**src/rtl/gerenciador_vidas.sv**
```systemverilog
// Remaining-lives manager: loads a life count, decrements once per hit edge, and keeps a post-hit invulnerability window.
// Optional extra-life input is enabled by defining GERENCIADOR_VIDAS_BONUS_EN.
//
// state        | meaning
// OCIOSO       | idle after reset, waiting for start
// JOGANDO      | playing, hit edges are accepted
// INVULNERAVEL | post-hit window, hit edges are ignored
// FIM          | game over, lives held at 0 until start
module gerenciador_vidas #(
  parameter int WIDTH          = 3,
  parameter int VIDAS_INICIAIS = 3,
  parameter int INVULN_CICLOS  = 4
) (
  input  logic             clock,
  input  logic             reset,
  input  logic             start,
  input  logic             hit,
`ifdef GERENCIADOR_VIDAS_BONUS_EN
  input  logic             bonus,
`endif
  output logic [WIDTH-1:0] vidas,
  output logic             game_over,
  output logic             invulneravel,
  output logic             perdeu_vida
);

  localparam logic [WIDTH-1:0] VIDAS_INI   = WIDTH'(VIDAS_INICIAIS);
  localparam logic [WIDTH-1:0] VIDAS_MAX   = '1;
  localparam logic [WIDTH-1:0] VIDA_UM     = WIDTH'(1);
  localparam logic [7:0]       TIMER_CARGA = 8'(INVULN_CICLOS - 1);

  typedef enum logic [1:0] {OCIOSO, JOGANDO, INVULNERAVEL, FIM} estado_t;

  estado_t          estado;
  logic [7:0]       timer;
  logic             hit_prev;
  logic             hit_edge;
  logic             bonus_edge;
  logic [WIDTH-1:0] vidas_mais;

  assign hit_edge = hit & ~hit_prev;

`ifdef GERENCIADOR_VIDAS_BONUS_EN
  logic bonus_prev;
  assign bonus_edge = bonus & ~bonus_prev;

  always_ff @(posedge clock) begin
    if (reset) bonus_prev <= 1'b0;
    else       bonus_prev <= bonus;
  end
`else
  assign bonus_edge = 1'b0;
`endif

  assign vidas_mais = (vidas == VIDAS_MAX) ? vidas : vidas + VIDA_UM;

  always_ff @(posedge clock) begin
    if (reset) begin
      estado       <= OCIOSO;
      vidas        <= VIDAS_INI;
      game_over    <= 1'b0;
      invulneravel <= 1'b0;
      perdeu_vida  <= 1'b0;
      timer        <= 8'd0;
      hit_prev     <= 1'b0;
    end else begin
      hit_prev    <= hit;
      perdeu_vida <= 1'b0;
      if (start) begin
        // start wins over any simultaneous hit or bonus edge
        estado       <= JOGANDO;
        vidas        <= VIDAS_INI;
        timer        <= 8'd0;
        game_over    <= 1'b0;
        invulneravel <= 1'b0;
      end else begin
        case (estado)
          OCIOSO: ;
          JOGANDO: begin
            if (hit_edge) begin
              perdeu_vida <= 1'b1;
              if (bonus_edge) begin
                // hit and bonus cancel out, but the window still starts
                estado       <= INVULNERAVEL;
                invulneravel <= 1'b1;
                timer        <= TIMER_CARGA;
              end else if (vidas == VIDA_UM) begin
                vidas     <= '0;
                estado    <= FIM;
                game_over <= 1'b1;
              end else begin
                vidas        <= vidas - VIDA_UM;
                estado       <= INVULNERAVEL;
                invulneravel <= 1'b1;
                timer        <= TIMER_CARGA;
              end
            end else if (bonus_edge) begin
              vidas <= vidas_mais;
            end
          end
          INVULNERAVEL: begin
            if (bonus_edge) vidas <= vidas_mais;
            if (timer == 8'd0) begin
              estado       <= JOGANDO;
              invulneravel <= 1'b0;
            end else begin
              timer <= timer - 8'd1;
            end
          end
          FIM: vidas <= '0;
          default: estado <= OCIOSO;
        endcase
      end
    end
  end

endmodule

```
**config.mk**
```make
export PLATFORM = sky130hd
export DESIGN_NAME = gerenciador_vidas
export DESIGN_NICKNAME = d
export VERILOG_FILES = /design/src/rtl/gerenciador_vidas.sv
export SDC_FILE = /design/constraint.sdc
export NUM_CORES = 1
export LEC_CHECK = 0
export BUFFER_PORTS_ARGS = -buffer_cell sky130_fd_sc_hd__buf_2
export CAP_MARGIN = 25
export CORE_ASPECT_RATIO = 0.9
export CORE_MARGIN = 2
export CORE_UTILIZATION = 54
export DETAILED_ROUTE_END_ITERATION = 6
export PLACE_DENSITY_LB_ADDON = 0.25
export RECOVER_POWER = 100
export SYNTH_ARGS = -nofsm -noshare
export SYNTH_HDL_FRONTEND = slang
export SYNTH_SLANG_ARGS = --single-unit
```
**constraint.sdc**
```tcl
create_clock -name clock -period 2 [get_ports clock]
set_clock_uncertainty 0.2 [all_clocks]
set_input_delay 0.4 -clock clock [delete_from_list [all_inputs] [get_ports clock]]
set_output_delay 0.4 -clock clock [all_outputs]
set_load 0.05 [all_outputs]
```
== Word level (Yosys, flattened, before mapping) ==
Index checks and enable logic that the tools add are counted.

* Add/subtract/negate cells: 2
* Bitwise gates (word level): 3
* Reductions and logical operators: 12
* Eq/ne operators: 10
* Multiplexer cells: 17

{| class="wikitable"
|+ Operators with widths
! kind !! number
|-
| $mux W8 || 3
|-
| $pmux W8 S2 || 1
|-
| $reduce_and A3 Y1 || 3
|-
| $logic_not A8 Y1 || 1
|-
| $ne A2 B2 Y1 const B || 4
|-
| $reduce_and A4 Y1 || 2
|-
| $sub A8 B1 Y8 const B || 1
|-
| $mux W1 || 6
|-
| $mux W3 || 2
|-
| $ne A3 B3 Y1 const B || 2
|-
| $pmux W3 S2 || 1
|-
| $eq A2 B2 Y1 const B || 2
|-
| $mux W2 || 2
|-
| $pmux W2 S2 || 1
|-
| $reduce_bool A2 Y1 || 2
|-
| $eq A3 B1 Y1 const B || 1
|-
| $reduce_bool A3 Y1 || 1
|-
| $reduce_or A3 Y1 || 1
|-
| $sub A3 B1 Y3 const B || 1
|-
| $eq A2 B1 Y1 const B || 1
|-
| $not A1 Y1 || 2
|-
| $pmux W1 S2 || 1
|-
| $reduce_and A2 Y1 || 1
|-
| $reduce_or A2 Y1 || 1
|-
| $and A1 B1 Y1 || 1
|}

* Input port bits: 4
* Register bits: 17
* Output and inout bits: 6

== Longest topological paths before layout ==
Gate-level depths: netlist of run 1.

* Word-level depth: 5
* Depth in mapped cells: 6
* Depth with buffers taken out: 6

== Worst setup path after synthesis of run 1 ==
OpenSTA, ideal clock, no wires.

* Path type: reg2reg
* From: register vidas[1]
* To: register timer[2]
* Stages on the path, launching flop included: 7
* Setup time: 0.120 ns
* Buffers on the path: 0
* Arrival time: 1.660 ns
* Data required time: 1.680 ns
* Path slack: 0.020 ns
* Cells stage by stage: dfxtp_1 > inv_1 > ha_1 > nor2b_1 > or3_1 > nand2_1 > nor2_1

* Cells in the longest elaborated chain, start to end: 3

{| class="wikitable"
|+ Ends and longest elaborated chain
! item !! line !! text
|-
| start, declared || 21 || <nowiki>output logic [WIDTH-1:0] vidas,</nowiki>
|-
| start signal, assigned || 92 || <nowiki>vidas <= vidas - VIDA_UM;</nowiki>
|-
| start signal, assigned || 98 || <nowiki>vidas <= vidas_mais;</nowiki>
|-
| start signal, assigned || 102 || <nowiki>if (bonus_edge) vidas <= vidas_mais;</nowiki>
|-
| $eq A3 B1 Y1 || 87 || <nowiki>end else if (vidas == VIDA_UM) begin</nowiki>
|-
| $ne A2 B2 Y1 (no source line) || n/a ||
|-
| $reduce_and A4 Y1 (no source line) || n/a ||
|-
| end signal, assigned || 107 || <nowiki>timer <= timer - 8'd1;</nowiki>
|-
| end, declared || 35 || <nowiki>logic [7:0] timer;</nowiki>
|}

No other way between the ends.
A chain may end at the register's enable or synchronous reset.

== Worst setup path after layout of run 1 ==
* From: register vidas[0]
* To: output vidas[0]

No word-level cell between the ends.

==> results_dict.tcl, run 1 <==
set metrics [dict create \
    post-route-period-util_pct 88.5 \
    cts_tree "built" \
    rsz0062_at_grt "false" \
    path_clk_slew_ns 0.09 \
    maxSlewHeadroom_pct 60.7 \
    slowest_delay_ns 0.49 \
    ctsRootBufferMaster "clkbuf_4" \
    fin_util_pct 62.8 \
    row_count 13 \
    die_y_um 41.0 \
    firstDrtPassIters 4 \
    start_kind "flop" \
    yosysSeqAreaShare_pct 41.4 \
    antenna_found_initial 0 \
    clock-sinks 17 \
    status "complete, no violations" \
    synth-simple-area-share_pct 28.6 \
    cts-buffers-inserted 3 \
    cp-end-kind "primary output" \
    coreArea_mm2 0.00143 \
    drv_cap 0 \
    die_x_um 45.1 \
    total_power_uw 577 \
    routed_wl_um 1370 \
    grt_usage_pct 17.8 \
    synthArstFlopShare_pct 0 \
    cts_max_path_buffers 2 \
    syn_area_per_cell_um2 9.03 \
    synthXorXnorAreaFrac_pct 5.33 \
    place.gp.congestion 0.770 \
    yosysUniqueCellTypes 30 \
    ir_worst_vdd_v 0.000518 \
    maxSlewViolCount 0 \
    vias 635 \
    worstRegToRegCells 6 \
    syn-cell-area_um2 822 \
    fin_area_um2 898 \
    worst-path-max-fanout 5 \
    syn_inst 91 \
    syn-num-nets 99 \
    hold_path.class "in2reg" \
    synth.area.mux_share_pct 1.22 \
    powerDensity_mw_per_mm2 643 \
    yosys_warnings 0 \
    cts_setup_buffers 0 \
    clk_latency_ns 0.28 \
    crit_cells 1 \
    synth_edf_count 0 \
    tns_ns 0 \
    arrival_ns 1.17 \
    fin_crit_ns 1.77 \
    finalWorstSetupSlack_ns 0.230 \
    p_leak_uw 0.000359 \
    dpl-instance-area_um2 881 \
    synthAdderAreaFrac_pct 6.09 \
    drc 0 \
    drive_gt1_share_pct 11.7 \
    max_freq_mhz 565 \
    cts-hold-fix-buffers 0 \
    wl_per_cell_um 11.6 \
    port_buffers 9 \
    setup-violations-final 0 \
    setup.worst_path.class "reg2out" \
    nets 112 \
    grt_max_degree 13 \
    ant_nets 0 \
    pin_count 10 \
    place_hpwl_um 1050 \
    grt_pass1_wl_um 2280 \
    grt_pass1_vias 509 \
    dieArea_mm2 0.00185 \
    ys_ff_latch 17 \
    crit_required_ns 1.40 \
    synth-compound-area-share_pct 14.5 \
    antennaDiodeCount 0 \
    drt-vias-per-instance 5.38 \
    overflow 0 \
    final-hold-violation-count 0 \
    cp_slowest_cell "clkbuf_1" \
    area_delta_synth_final_pct 9.28 \
    crit_chain "clkbuf_1" \
    synth_top_family_by_area "simple AND/OR/NAND/NOR gates" \
    crit_buf_inv 1 \
    tightestPinTransition_ns 0.592 \
    critPathTopFamily "buffers and inverters" \
    dpl_worst_slack_ns 0.262 \
    start_util_pct 57.4 \
    hold-path-cell-count 2 \
    ys.flop_type "dfxtp_1" \
    cts_resized 0 \
    drtIter0Drc 17 \
    htree_levels 1 \
]
## cell usage after synthesis (3+ instances only)
| library cell | count | area (um^2) |
|---|---|---|
| dfxtp_1 | 17 | 340 |
| inv_1 | 5 | 18.8 |
| nor3_1 | 5 | 25.0 |
| ha_1 | 4 | 50.1 |
| nor2_1 | 14 | 52.6 |
| a21oi_1 | 4 | 20.0 |
| nand4_1 | 3 | 18.8 |
| nor2b_1 | 3 | 18.8 |
| a211oi_1 | 5 | 37.5 |
| nand2_1 | 4 | 15.0 |
| xnor2_1 | 3 | 26.3 |
## metrics by stage
stage / cells / hold WS, ns
2_1_floorplan: 91 / 0.272
3_5_place_dp: 114 / 0.263
6_report: 118 / 0.113
4_1_cts: 118 / 0.100
5_1_grt: 118 / 0.0959
3_3_place_gp: 114 / 0.247
## routing by layer
layer,track usage [%],wire (um)
met1,26.5,751
met2,23.6,554
met3,6.61,53
met4,4.41,7
met5,0,0
## placed cells by master, fill, tap and decap left out, types with 2 or more instances in the layout
| cell type | Yosys | routed |
|---|---|---|
| dfxtp_1 | 17 | 17 |
| nand2_1 | 4 | 4 |
| a21oi_2 | 2 | 2 |
| a211oi_1 | 5 | 5 |
| nand4_1 | 3 | 3 |
| nor2b_1 | 3 | 3 |
| or3_1 | 2 | 2 |
| clkbuf_4 | 0 | 3 |
| o21ai_0 | 2 | 2 |
| nor3_1 | 5 | 5 |
| clkbuf_1 | 0 | 8 |
| xnor2_1 | 3 | 3 |
| inv_1 | 5 | 5 |
| nor2_1 | 14 | 14 |
| ha_1 | 4 | 4 |
| nand3b_1 | 2 | 2 |
| a21oi_1 | 4 | 4 |
| xor2_1 | 2 | 2 |
| buf_2 | 1 | 2 |
## cells by family after synthesis
| group | count (synthesis) |
|---|---|
| compound gates | 17 |
| xor+xnor | 5 |
| fa+ha+maj | 4 |
| buf+inv | 6 |
| flops | 17 |
| mux | 1 |
| simple gates | 41 |
## registers in the layout (all words and copies together) (netlist names)
register,cells
timer,8
vidas,3
estado,2
game_over,1
hit_prev,1
invulneravel,1
perdeu_vida,1
## layout make-up
class                   count  area, um^2
clock buffers               4        26.3
inverters                   5        18.8
repair buffers              9        36.3
multi-input cells          68         458
fillers                   126         533
well taps                  15        18.8
flip-flops and latches     17         340
## power breakdown
| group | internal [uW] | leakage [uW] | switching [uW] | total, uW |
|---|---|---|---|---|
| logic | 19.6 | 0.000207 | 32.5 | 52.1 |
| clock network | 77.4 | 0.0000150 | 95.1 | 172 |
| registers | 345 | 0.000138 | 7.83 | 353 |
| total | 442 | 0.000359 | 135 | 577 |
## final timing paths
check / startpoint / end / slack (ns)
hold / removal: reset / hit_prev / 0.11
hold reg to reg: game_over / game_over / 0.28
setup reg to reg: timer[0] / timer[5] / 0.26
setup / recovery: vidas[0] / vidas[0] / 0.23
Note: power is estimated with default switching activity, not from simulation.
==> run 2, diff against run 1 <==
--- a/config.mk
+++ b/config.mk
@@ -9,9 +9,8 @@
 export CAP_MARGIN = 25
 export CORE_ASPECT_RATIO = 0.9
 export CORE_MARGIN = 2
-export CORE_UTILIZATION = 54
+export CORE_UTILIZATION = 32
 export DETAILED_ROUTE_END_ITERATION = 6
-export PLACE_DENSITY_LB_ADDON = 0.25
 export RECOVER_POWER = 100
 export SYNTH_ARGS = -nofsm -noshare
 export SYNTH_HDL_FRONTEND = slang
==> results_dict.tcl, run 2 (synthesis results as in run 1) <==
set metrics [dict create \
    cts-hold-fix-buffers 0 \
    drive_gt1_share_pct 12.6 \
    arrival_ns 1.21 \
    area_delta_synth_final_pct 11.4 \
    nets 112 \
    row_count 17 \
    fin_crit_ns 1.81 \
    grt_pass1_vias 590 \
    ctsRootBufferMaster "clkbuf_4" \
    final_cell_mix "dfxtp_1 (17), nor2_1 (14), clkbuf_1 (7)" \
    total_power_uw 597 \
    fin_util_pct 37.4 \
    dieArea_mm2 0.00299 \
    grt_pass1_wl_um 2510 \
    fillers 250 \
    antenna_found_initial 0 \
    coreArea_mm2 0.00245 \
    rsz0062_at_grt "false" \
    worst-path-max-fanout 5 \
    critPathTopFamily "buffers and inverters" \
    antennaDiodeCount 0 \
    place_hpwl_um 1110 \
    drtIter0Drc 4 \
    max_freq_mhz 553 \
    vias 648 \
    cp_slowest_cell "clkbuf_1" \
    cp-end-kind "primary output" \
    cts-buffers-inserted 3 \
    powerDensity_mw_per_mm2 652 \
    status "complete, no violations" \
    htree_levels 1 \
    die_x_um 57.4 \
    maxSlewHeadroom_pct 58.9 \
    die_y_um 52.1 \
    path_clk_slew_ns 0.10 \
    top_regs "timer: 8 flops, vidas: 3 flops, estado: 2 flops" \
    slowest_delay_ns 0.49 \
    wl_per_cell_um 11.4 \
    start_util_pct 33.6 \
    setup-violations-final 0 \
    ir_worst_vdd_v 0.000290 \
    place.gp.congestion 0.748 \
    tightestPinTransition_ns 0.619 \
    clk_latency_ns 0.31 \
    largest_reg_flops 8 \
    ant_nets 0 \
    final_common_cell "dfxtp_1" \
    cts_tree "built" \
    firstDrtPassIters 2 \
    top_register "timer" \
    pin_count 10 \
    post-route-period-util_pct 90.3 \
    grt_max_degree 13 \
    hold_path.class "in2reg" \
    start_kind "flop" \
    drt-vias-per-instance 4.95 \
    port_buffers 9 \
    clock-sinks 17 \
    tns_ns 0 \
    drv_cap 0 \
    maxSlewViolCount 0 \
    cts_resized 0 \
    final-hold-violation-count 0 \
    overflow 0 \
    setup.worst_path.class "reg2out" \
    cts_max_path_buffers 2 \
    drc 0 \
    p_leak_uw 0.000362 \
    crit_required_ns 1.40 \
    crit_buf_inv 1 \
    routed_wl_um 1500 \
    grt_usage_pct 11.5 \
    crit_chain "clkbuf_1" \
    cts_setup_buffers 0 \
]
## run 2: cell types whose count changed in the layout (fill, tap and decap cells not counted)
cell	change
clkinv_2	+1
clkbuf_1	-1
## run 2: report_power, final
part	internal, uW	total, uW	leakage, uW	switching [uW]
clock network	74.8	192	0.0000177	117
logic	19.6	52.1	0.000207	32.6
registers	345	353	0.000138	7.78
total	439	597	0.000362	158
## run 2: metrics by stage
stage	setup WS (ns)	instances	hold slack, ns	area, um^2
6_report	0.193	131	0.0739	916
5_1_grt	0.112	131	0.0731	916
4_1_cts	0.229	131	0.0685	925
3_5_place_dp	0.255	127	0.257	897
3_3_place_gp	0.272	127	0.251	897
2_1_floorplan	0.0205	91	0.272	822
## run 2: area by class of cell
cell class,instances,area [um^2],share of cell area (%)
clock buffer,3,22.5,2.46
clock inverter,1,5.00,0.546
inverter,5,18.8,2.05
multi-input combinational,68,458,50.0
sequential,17,340,37.2
tap,28,35.0,3.83
timing repair buffer,9,36.3,3.96
## run 2: worst paths after layout
kind                                 from        end  slack [ns]  depth (start not counted)
worst min register to register  game_over  game_over        0.29                          2
worst max-delay path             vidas[0]   vidas[0]        0.19                          1
worst max register to register   timer[0]   timer[0]        0.21                          6
worst min-delay path                reset   hit_prev        0.07                          2
## run 2: per-layer routing
metal | track usage [%] | vias up | part of all wire (%) | wire (um)
li1 | - | 346 | - | -
met1 | 14.5 | 287 | 51 | 765
met2 | 16.3 | 10 | 43 | 640
met3 | 2.24 | 5 | 2.6 | 39
met4 | 10.5 | 0 | 3.5 | 52
met5 | 0 | - | 0 | 0
